===== config.mk =====
export PLATFORM = sky130hd
export DESIGN_NAME = mileage_seg_scan_flat
export DESIGN_NICKNAME = d
export VERILOG_FILES = /design/src/rtl/mileage_seg_scan_if.sv /design/src/rtl/mileage_seg_scan.sv /design/src/flat_wrapper.sv
export SDC_FILE = /design/constraint.sdc
export NUM_CORES = 1
export LEC_CHECK = 0
export ABC_AREA = 1
export BUFFER_PORTS_ARGS = -buffer_cell sky130_fd_sc_hd__buf_2
export CAP_MARGIN = 5
export CORE_MARGIN = 2
export CORE_UTILIZATION = 55
export CTS_CLUSTER_SIZE = 8
export DETAILED_ROUTE_END_ITERATION = 8
export GPL_TIMING_DRIVEN = 1
export PLACE_DENSITY_LB_ADDON = 0.2
export SYNTH_ARGS = -nofsm -noshare
export SYNTH_HDL_FRONTEND = slang
export SYNTH_SLANG_ARGS = --single-unit

===== constraint.sdc =====
create_clock -name clk -period 3.46 [get_ports clk]
set_input_delay 0.173 -clock clk [delete_from_list [all_inputs] [get_ports clk]]
set_output_delay 0.173 -clock clk [all_outputs]
set_load 0.02 [all_outputs]

===== src/rtl/mileage_seg_scan_if.sv =====
// Display bus between the mileage stage / board and the 7-segment scan driver.
// The master drives mileage and display enable; the slave (scan driver) drives the pins.
interface mileage_seg_scan_if;
   logic [15:0] mile;
   logic        display_en;
   logic [3:0]  seg_en;
   logic [7:0]  seg_out;

   modport master (
      output mile,
      output display_en,
      input  seg_en,
      input  seg_out
   );

   modport slave (
      input  mile,
      input  display_en,
      output seg_en,
      output seg_out
   );
endinterface


===== src/rtl/mileage_seg_scan.sv =====
// Time-multiplexed 4-digit 7-segment driver for a 16-bit BCD odometer value.
// Optional leading-zero blanking: define SEG_ZERO_BLANK_EN.
module mileage_seg_scan #(
   parameter int unsigned SCAN_DIV = 50000
) (
   input  logic           clk,
   input  logic           reset_n,
   mileage_seg_scan_if.slave bus
);

   localparam int unsigned CntW = (SCAN_DIV > 2) ? $clog2(SCAN_DIV) : 1;
   localparam logic [CntW-1:0] CntLast = CntW'(SCAN_DIV - 1);

   logic [CntW-1:0] div_cnt_q, div_cnt_d;
   logic [1:0]      idx_q, idx_d;
   logic [15:0]     snap_q, snap_d;
   logic [3:0]      seg_en_q, seg_en_d;
   logic [7:0]      seg_out_q, seg_out_d;

   logic        tick;
   logic [1:0]  idx_next;
   logic [3:0]  nibble;
   logic        blank;

   function automatic logic [7:0] dec(input logic [3:0] n);
      logic [7:0] s;
      case (n)
         4'd0:    s = 8'hFC;
         4'd1:    s = 8'h60;
         4'd2:    s = 8'hDA;
         4'd3:    s = 8'hF2;
         4'd4:    s = 8'h66;
         4'd5:    s = 8'hB6;
         4'd6:    s = 8'hBE;
         4'd7:    s = 8'hE0;
         4'd8:    s = 8'hFE;
         4'd9:    s = 8'hF6;
         default: s = 8'h9E;
      endcase
      return s;
   endfunction

   always_comb begin
      tick      = (div_cnt_q == CntLast);
      idx_next  = idx_q + 2'd1;
      div_cnt_d = tick ? '0 : div_cnt_q + 1'b1;
      idx_d     = tick ? idx_next : idx_q;
      // Digit 0 starts a frame and decodes straight from the fresh sample.
      snap_d    = (tick && idx_next == 2'd0) ? bus.mile : snap_q;
      nibble    = snap_d[{idx_next, 2'b00} +: 4];

`ifdef SEG_ZERO_BLANK_EN
      unique case (idx_next)
         2'd0:    blank = 1'b0;
         2'd1:    blank = (snap_d[15:4] == 12'h000);
         2'd2:    blank = (snap_d[15:8] == 8'h00);
         default: blank = (snap_d[15:12] == 4'h0);
      endcase
`else
      blank = 1'b0;
`endif

      seg_en_d  = seg_en_q;
      seg_out_d = seg_out_q;
      // Disable overrides a coincident tick; the scan itself keeps advancing.
      if (!bus.display_en) begin
         seg_en_d  = 4'b0000;
         seg_out_d = 8'h00;
      end else if (tick) begin
         seg_en_d  = 4'b0001 << idx_next;
         seg_out_d = blank ? 8'h00 : dec(nibble);
      end
   end

   always_ff @(posedge clk or negedge reset_n) begin
      if (!reset_n) begin
         div_cnt_q <= '0;
         idx_q     <= 2'd3;
         snap_q    <= 16'h0000;
         seg_en_q  <= 4'b0000;
         seg_out_q <= 8'h00;
      end else begin
         div_cnt_q <= div_cnt_d;
         idx_q     <= idx_d;
         snap_q    <= snap_d;
         seg_en_q  <= seg_en_d;
         seg_out_q <= seg_out_d;
      end
   end

   assign bus.seg_en  = seg_en_q;
   assign bus.seg_out = seg_out_q;

endmodule

===== src/flat_wrapper.sv =====
// flat-port wrapper written by rule: the top's interface ports become plain ports
module mileage_seg_scan_flat 
#(
   parameter int unsigned SCAN_DIV = 50000
)
  (clk, reset_n, bus_mile, bus_display_en, bus_seg_en, bus_seg_out);
  mileage_seg_scan_if bus_i ();
  input  logic clk;
  input  logic reset_n;
  input wire logic [$bits(bus_i.mile)-1:0] bus_mile;
  input wire logic [$bits(bus_i.display_en)-1:0] bus_display_en;
  output wire logic [$bits(bus_i.seg_en)-1:0] bus_seg_en;
  output wire logic [$bits(bus_i.seg_out)-1:0] bus_seg_out;
  assign bus_i.mile = bus_mile;
  assign bus_i.display_en = bus_display_en;
  assign bus_seg_en = bus_i.seg_en;
  assign bus_seg_out = bus_i.seg_out;
  mileage_seg_scan #(.SCAN_DIV(SCAN_DIV)) u_core (.clk(clk), .reset_n(reset_n), .bus(bus_i));
endmodule

Yosys cells after proc, flatten, opt, wreduce, memory -nomap -nowiden
Memories as Yosys holds them, arrays and structs flattened.
Index checks and enable logic that the tools add are counted.
{"block": "totals", "wordCells": 20, "register_bits": 46, "mem_count": 1, "ramBits": 0, "latchBits": 0, "mem_bits_ro": 112, "out_inout_bits": 12, "input_bits": 19}
{"block": "classes", "add_sub_neg": 2, "n_div": 0, "bitwise_logic": 0, "order_cmp": 0, "shift": 2, "n_reduce_logical": 2, "multipliers": 0, "mux": 6, "n_eq_ne": 2}
{"memory": "(name not given)", "words": 16, "word_bits": 7, "rd": 1, "rd_ports_with_merged_regs": 0, "wr": 0, "line": "mileage_seg_scan.sv:27", "text": "case (n)"}
{"operator": "2-to-1 mux 16 bit", "count": 2}
{"operator": "adder 16 x 1 -> 16 bit, second input constant", "count": 1}
{"operator": "equality test 16 bit, second input constant", "count": 1}
{"operator": "2-to-1 mux 8 bit", "count": 2}
{"operator": "indexed part select 16 x 5 -> 4 bit", "count": 1}
{"operator": "2-to-1 mux 4 bit", "count": 2}
{"operator": "<< shifter 1 x 2 -> 4 bit, first input constant", "count": 1}
{"operator": "adder 2 x 1 -> 2 bit, second input constant", "count": 1}
{"operator": "logical NOT 2 bit", "count": 1}
{"operator": "inequality test 2 x 1 -> 1 bit, second input constant", "count": 1}
{"operator": "logical AND 1 bit", "count": 1}

Logic depth before layout (Yosys ltp)
Gate-level depths: netlist of the first run.
An unclocked memory read counts as a cell.
{"block": "depth", "depth_word": 8, "depth_mapped": 17, "mapped_depth_nobuf": 17}

Worst setup path before layout of the first run
Ideal clock, no wire load.
{"block": "synth_timing", "path_type": "register to register", "start": "register u_core.idx_q[0]", "end": "register u_core.seg_out_q[1] (netlist: u_core.bus.seg_out[1])", "path_buffers": 1, "setup_time_ns": 0.066, "path_slack_ns": 1.124, "synth_period_minus_slack_ns": 2.336, "required_time_ns": 3.394, "path_stages_with_launch": 13, "arrival_time_ns": 2.271, "cell_sequence": "dfstp_2 > inv_1 > clkbuf_1 > ha_1 > inv_1 > nand3_1 > nand2_1 > inv_1 > ha_1 > nand3b_1 > nand3_1 > nand2_1 > nand2_1"}
{"block": "synth_via", "elab_chain_len": 8}
{"element": "start: declaration", "line": "mileage_seg_scan.sv:15", "text": "logic [1:0] idx_q, idx_d;"}
{"element": "start signal: assignment", "line": "mileage_seg_scan.sv:84", "text": "idx_q <= idx_d;"}
{"element": "adder 2 x 1 -> 2 bit (*)", "line": "mileage_seg_scan.sv:45", "text": "idx_next = idx_q + 2'd1;"}
{"element": "named net u_core.idx_next[0]", "line": "mileage_seg_scan.sv:21", "text": "logic [1:0] idx_next;"}
{"element": "logical NOT 2 bit", "line": "mileage_seg_scan.sv:49", "text": "snap_d = (tick && idx_next == 2'd0) ? bus.mile : snap_q;"}
{"element": "logical AND 1 bit", "line": "mileage_seg_scan.sv:49"}
{"element": "2-to-1 mux 16 bit", "line": "mileage_seg_scan.sv:49"}
{"element": "indexed part select 16 x 5 -> 4 bit (*)", "line": "mileage_seg_scan.sv:50", "text": "nibble = snap_d[{idx_next, 2'b00} +: 4];"}
{"element": "memory read (16 x 7 bit) (*)"}
{"element": "2-to-1 mux 8 bit (*)", "line": "mileage_seg_scan.sv:69", "text": "end else if (tick) begin"}
{"element": "2-to-1 mux 8 bit (*)", "line": "mileage_seg_scan.sv:66", "text": "if (!bus.display_en) begin"}
{"element": "end signal: assignment", "line": "mileage_seg_scan.sv:87", "text": "seg_out_q <= seg_out_d;"}
{"element": "end: declaration", "line": "mileage_seg_scan.sv:18", "text": "logic [7:0] seg_out_q, seg_out_d;"}
The timed path passes the listed nets; every way through them passes the cells marked *. The select of a mux whose other input is x is not followed.
A chain may end at the register's enable or synchronous reset.

Final worst setup path of the first run
Ends and elaborated chain as after synthesis.

==> results of run 1 <==
## critical path: cells and delay by family (launching register included)
kind / cells / cell delay, ns
adders and majority gates: 2 / 0.71
buffers and inverters: 3 / 0.63
DFF: 1 / 0.69
and+or+nand+nor: 6 / 0.69
## final cells by class
cell class / count / share of cell area
inverter: 49 / 0.0632
multi-input combinational: 217 / 0.432
sequential: 45 / 0.388
tap: 54 / 0.0232
timing repair buffer: 30 / 0.0524
clock buffer: 6 / 0.0284
clock inverter: 2 / 0.0129
## placed cells by master (no fill, tap or decap), types with 3 or more instances in the layout
| master | count |
|---|---|
| a21oi_1 | 5 |
| nor2_1 | 17 |
| buf_2 | 29 |
| dfrtp_1 | 43 |
| nand2_2 | 13 |
| ha_1 | 10 |
| clkbuf_8 | 6 |
| xor2_1 | 4 |
| nand3_4 | 4 |
| nand2_1 | 72 |
| o21ai_0 | 6 |
| and2_1 | 4 |
| inv_1 | 46 |
| nand3_1 | 42 |
| a22o_1 | 3 |
| nand4_1 | 16 |
## flip-flops by register name, indices dropped and copies added (netlist names)
| signal | cells |
|---|---|
| u_core.snap_q | 16 |
| u_core.div_cnt_q | 16 |
| u_core.idx_q | 2 |
| u_core.bus.seg_en | 4 |
| u_core.bus.seg_out | 7 |
## power by group
| group | leakage [nW] | total [W] | internal [W] | switching (W) |
|---|---|---|---|---|
| clock network | 0.0574 | 0.000416 | 0.000235 | 0.000181 |
| registers | 0.571 | 0.000525 | 0.000525 | 0.0000000000000000000874 |
| logic | 0.940 | 0.0000262 | 0.00000819 | 0.0000180 |
## through the flow
stage          hold slack [ns]  instance area, sq um   util  power (W)
2_1_floorplan           -0.123                  2620      -   0.000542
3_3_place_gp             0.401                  2790  0.599   0.000563
3_5_place_dp             0.402                  2790  0.599   0.000563
4_1_cts                 0.0700                  2910  0.625   0.000980
5_1_grt                  0.108                  2910  0.625    0.00100
6_report                0.0275                  2910  0.625   0.000967
## kinds of logic (layout without fill, tap and decap cells)
group,after synthesis,in the layout,share of synthesized area
xor+xnor,4,4,0.0134
flops,45,45,0.430
fa+ha+maj,10,10,0.0477
buf+inv,58,87,0.0901
compound gates,19,19,0.0453
other cells,1,1,0.00143
simple gates,183,183,0.372
## layer usage
metal / routed length (microns) / vias to the layer above / track usage
met5: 0 / - / 0
met2: 2430 / 64 / 0.333
li1: - / 1087 / -
met3: 326 / 10 / 0.0525
met4: 87 / 0 / 0.0761
met1: 2670 / 1006 / 0.341
## path summary, 6_finish.rpt
kind / start / endpoint
setup / recovery: u_core.idx_q[0] / u_core.bus.seg_out[1]
hold / removal: reset_n / u_core.div_cnt_q[11]
setup reg to reg: u_core.idx_q[0] / u_core.bus.seg_out[1]
hold reg to reg: u_core.div_cnt_q[0] / u_core.div_cnt_q[0]
max in group asynchronous: reset_n / u_core.snap_q[6]
min in group clk: bus_mile[13] / u_core.snap_q[13]
==> metrics.yaml, run 1 <==
status: "finished clean"
via_per_inst: 5.38
yosysSeqAreaShare: 0.430
grt_overflow: 0
pre_cts_ws_ns: 0.725
cts_max_level: 2
synthToLayoutAreaGrowth_pct: 11.0
cts.path.max_buffers: 2
final.setup.tns_ns: 0
holdCritPathClass: "in2async"
max_freq_ghz: 0.361
critPathCaptureType: "flop"
multiInputGateArea_sq_mm: 0.00126
port_buffers: 29
ios: 31
fp-row-count: 25
clock-skew-final_ns: 0.00840
critPathKind: "reg2reg"
grt_pass1_wl_mm: 9.61
path_clk_slew_ns: 0.09
ys_ff_latch: 45
slew_viol_final: 0
rsz0062_at_grt: "false"
initial_utilization: 0.563
max_cap_violations: 0
arrival_ns: 3.01
cts_sinks: 45
ys_top_cells_by_count: "nand2_1 (72), inv_1 (46), dfrtp_1 (43)"
cts_tree: "yes"
post-synth-top-area-cell: "dfrtp_1"
drt_pass1_iterations: 4
critPathLaunchType: "flop"
grt_pass1_vias: 2037
regArea_sq_mm: 0.00113
rr_worst_depth: 11
cts_resized: 0
synth_area_leaders: "dfrtp_1 (41%), nand2_1 (10%), nand3_1 (8.0%), inv_1 (6.6%), ha_1 (4.8%)"
grt_usage: 0.231
r2r_slack_ns: 0.69
antenna_found_initial: 0
fp.coreArea_sq_mm: 0.00466
fin_ws_ns: 0.687
die_w_microns: 73.1
cts_hold_buf: 0
yosys_warnings: 0
routabilityCongestion: 0.907
syn_avg_cell_area_sq_um: 8.20
fin_crit_sh: 0.801
post_cts_buffers: 0
wl_per_cell_microns: 13.7
synthesis.nets: 349
powerDensity_mw_per_mm2: 332
cp.required_ns: 3.70
clock_latency_ns: 0.30
drc: 0
drtAntennaViolNets: 0
dpl.cell_count: 395
synthArstFlopShare: 1.00
fin_crit_ns: 2.77
die_y_microns: 73.1
layoutNonFillerInstCount: 403
grt_max_degree: 46
setup_viol_count_final: 0
drive_gt1_frac: 0.198
syn_inst: 320
cts_buffers: 5
fillers: 400
vias: 2167
crit_fanout: 14
cpMaxStageDelayCell: "dfstp_2"
drtIter0Drc: 166
hold_viol: 0
netlist_area_sq_mm: 0.00262
wl_mm: 5.51
hpwl_mm: 3.98
path_cells: "inv_1 -> ha_1 -> inv_1 -> nand3_1 -> nand2_1 -> inv_1 -> ha_1 -> nand3b_1 -> nand3_1 -> nand2_1 -> nand2_1"
critPathMaxStageDelay_ns: 0.69
peakVddDrop_uv: 233
die_area_sq_mm: 0.00534
maxSlewHeadroom: 0.328
p_leak_nw: 1.57
ys_types: 38
worstMarginPinSlew_ns: 1.01
clockRootBuffer: "clkbuf_8"
yosysTopAreaCellShare: 0.410
yosysMostFrequentCell: "nand2_1"
insertedDiodeCount: 0
nets: 377
synthFlopType: "dfrtp_1"
synth_edf_count: 0
Power figures use the tool's default switching activity.
==> run 2, diff against run 1 <==
Settings changed: ABC_AREA 1 to 0, CORE_UTILIZATION 55 to 52.
Clock period 3.46 ns to 2.5 ns, I/O delays scaled along.
==> metrics.yaml, run 2 <==
critPathMaxStageDelay_ns: 0.57  # was 0.69 ns
synthFlopType: "dfrtp_1"  # unchanged
initial_utilization: 0.545  # was 0.563
yosys_warnings: 0  # unchanged
via_per_inst: 5.67  # was 5.38
cp_common_cell: "ha_4"
mostFrequentLayoutCells: "dfrtp_1 (43), buf_4 (32), buf_2 (29)"  # was nand2_1 (72), inv_1 (46), dfrtp_1 (43)
ys_top_cells_by_count: "dfrtp_1 (43), nand2_1 (14), mux2_2 (13)"  # was nand2_1 (72), inv_1 (46), dfrtp_1 (43)
rsz0062_at_grt: "true"  # was false
grt_usage: 0.210  # was 0.231
post-synth-top-area-cell: "dfrtp_1"  # unchanged
final.setup.tns_ns: -0.596  # was 0 ns
ios: 31  # unchanged
max_cap_violations: 0  # unchanged
synth_area_leaders: "dfrtp_1 (45%), mux2_2 (6.1%), ha_1 (5.2%), mux2i_1 (4.6%), mux4_1 (4.4%)"  # was dfrtp_1 (41%), nand2_1 (10%), nand3_1 (8.0%), inv_1 (6.6%), ha_1 (4.8%)
cts_buffers: 5  # unchanged
grt_overflow: 0  # unchanged
fin_crit_sh: 1.05  # was 0.801
path_clk_slew_ns: 0.08  # was 0.09 ns
drive_gt1_frac: 0.458  # was 0.198
cts_max_level: 2  # unchanged
port_buffers: 29  # unchanged
grt_pass1_wl_mm: 8.40  # was 9.61 mm
cts_sinks: 45  # unchanged
layoutNonFillerInstCount: 312  # was 403
max_freq_ghz: 0.381  # was 0.361 GHz
dpl.cell_count: 297  # was 395
yosysMostFrequentCell: "dfrtp_1"  # was nand2_1
cp.required_ns: 2.69  # was 3.70 ns
path_cells: "buf_4 -> inv_1 -> ha_4 -> mux4_2 -> mux2i_4 -> buf_6 -> ha_4 -> inv_4 -> mux2i_1 -> o221a_1"  # was inv_1 -> ha_1 -> inv_1 -> nand3_1 -> nand2_1 -> inv_1 -> ha_1 -> nand3b_1 -> nand3_1 -> nand2_1 -> nand2_1
wl_per_cell_microns: 16.8  # was 13.7 microns
pre_cts_ws_ns: -0.175  # was 0.725 ns
critPathKind: "reg2reg"  # unchanged
die_w_microns: 72.0  # was 73.1 microns
fp.coreArea_sq_mm: 0.00441  # was 0.00466 sq mm
cts_hold_buf: 0  # unchanged
clock-skew-final_ns: 0.00844  # was 0.00840 ns
critPathCaptureType: "flop"  # unchanged
fp-row-count: 24  # was 25
synthArstFlopShare: 1.00  # unchanged
die_area_sq_mm: 0.00518  # was 0.00534 sq mm
clock_latency_ns: 0.30  # about the same
drc: 0  # unchanged
insertedDiodeCount: 0  # unchanged
arrival_ns: 2.82  # was 3.01 ns
fin_ws_ns: -0.125  # was 0.687 ns
grt_max_degree: 46  # unchanged
violations: "negative hold slack, negative setup slack"
cts.path.max_buffers: 2  # unchanged
worstMarginPinSlew_ns: 0.971  # was 1.01 ns
p_leak_nw: 1.47  # was 1.57 nW
critPathLaunchType: "flop"  # unchanged
utilization: 0.693  # was 0.625
cts_tree: "yes"  # unchanged
clockRootBuffer: "clkbuf_8"  # unchanged
die_y_microns: 72.0  # was 73.1 microns
powerDensity_mw_per_mm2: 446  # was 332 mW/mm^2
wl_mm: 5.25  # was 5.51 mm
hpwl_mm: 3.78  # was 3.98 mm
grt_pass1_vias: 1823  # was 2037
ys_ff_latch: 45  # unchanged
slew_viol_final: 0  # unchanged
yosysTopAreaCellShare: 0.447  # was 0.410
nets: 288  # was 377
setup_viol_count_final: 7  # was 0
holdWs_ns: -0.0287  # was 0.0275 ns
synth_edf_count: 0  # unchanged
antenna_found_initial: 0  # unchanged
crit_fanout: 5  # was 14
cpMaxStageDelayCell: "dfstp_2"  # unchanged
maxSlewHeadroom: 0.352  # was 0.328
status: "finished with violations"  # was finished clean
path_delay_family: "multiplexers"  # was adder cells
vias: 1768  # was 2167
synthToLayoutAreaGrowth_pct: 27.3  # was 11.0%
syn_inst: 195  # was 320
netlist_area_sq_mm: 0.00240  # was 0.00262 sq mm
layout_commonest_cell: "dfrtp_1"  # was nand2_1
synthesis.nets: 224  # was 349
ys_types: 41  # was 38
fin_area_sq_mm: 0.00306  # was 0.00291 sq mm
yosysSeqAreaShare: 0.469  # was 0.430
syn_avg_cell_area_sq_um: 12.3  # was 8.20 sq um
fin_crit_ns: 2.63  # was 2.77 ns
place_area_sq_mm: 0.00282  # was 0.00279 sq mm
drtIter0Drc: 85  # was 166
drt_pass1_iterations: 4  # unchanged
routabilityCongestion: 0.812  # was 0.907
cp.buffers_inverters: 4  # was 3
peakVddDrop_uv: 431  # was 233 uV
holdCritPathClass: "in2async"  # unchanged
hold_viol: 42  # was 0
drtAntennaViolNets: 0  # unchanged
==> run 2: report_power, final <==
| part | internal, W | switching, W |
|---|---|---|
| logic | 0.0000589 | 0.0000618 |
| clock network | 0.000250 | 0.000247 |
| registers | 0.000740 | 0.00000655 |
| total | 0.00105 | 0.000316 |
==> run 2: path summary, 6_finish.rpt <==
check	start	end	slack (ns)	depth (start not counted)
setup / recovery	u_core.idx_q[1]	u_core.bus.seg_out[4]	-0.13	10
hold / removal	reset_n	u_core.bus.seg_en[3]	-0.03	1
setup reg to reg	u_core.idx_q[1]	u_core.bus.seg_out[4]	-0.13	10
hold reg to reg	u_core.div_cnt_q[2]	u_core.div_cnt_q[2]	0.51	1
max in group asynchronous	reset_n	u_core.bus.seg_out[4]	1.92	1
min in group clk	bus_mile[15]	u_core.snap_q[15]	0.06	2
==> run 2: stage by stage <==
step	hold WS, ns	total power, W
floorplan	-0.171	0.000813
global placement	0.319	0.000857
detailed placement	0.339	0.000864
CTS	0.0162	0.00136
global route	0.0660	0.00141
finish	-0.0287	0.00136
==> run 2: metal layers <==
layer  track usage  vias up  routed length, microns  share of wire
met5             0        -                       0              0
met4        0.0650        0                      87          0.017
met3        0.0486       10                     197          0.038
met2         0.348       36                    2680           0.51
met1         0.277      902                    2280           0.43
li1              -      820                       -              -
==> run 2: area by class of cell <==
type | count | area, sq um
inverters | 13 | 53.8
flip-flops and latches | 45 | 1130
clock inverters | 1 | 5.00
repair buffers | 65 | 434
multi-input cells | 129 | 1280
clock buffers | 7 | 96.3
well taps | 52 | 65.1
fillers | 317 | 1350
==> run 2: cell families (layout without fill, tap and decap cells) <==
logic type                 after synthesis  count (layout)  share of synthesized area
adders and majority gates               10              10                     0.0520
AOI/OAI and AO/OA                       18              18                     0.0604
DFF                                     45              45                      0.469
and+or+nand+nor                         52              52                      0.132
muxes                                   34              34                      0.200
other                                    1               1                    0.00156
xor gates and xnor gates                14              14                     0.0510
buffers and inverters                   21              86                     0.0343
==> run 2: timing repair <==
item                       CTS  global route
pin swaps                    5             3
setup endpoints to repair    7             7
gates resized for setup     13             8
setup buffers                2             5
hold endpoints to repair     0             0
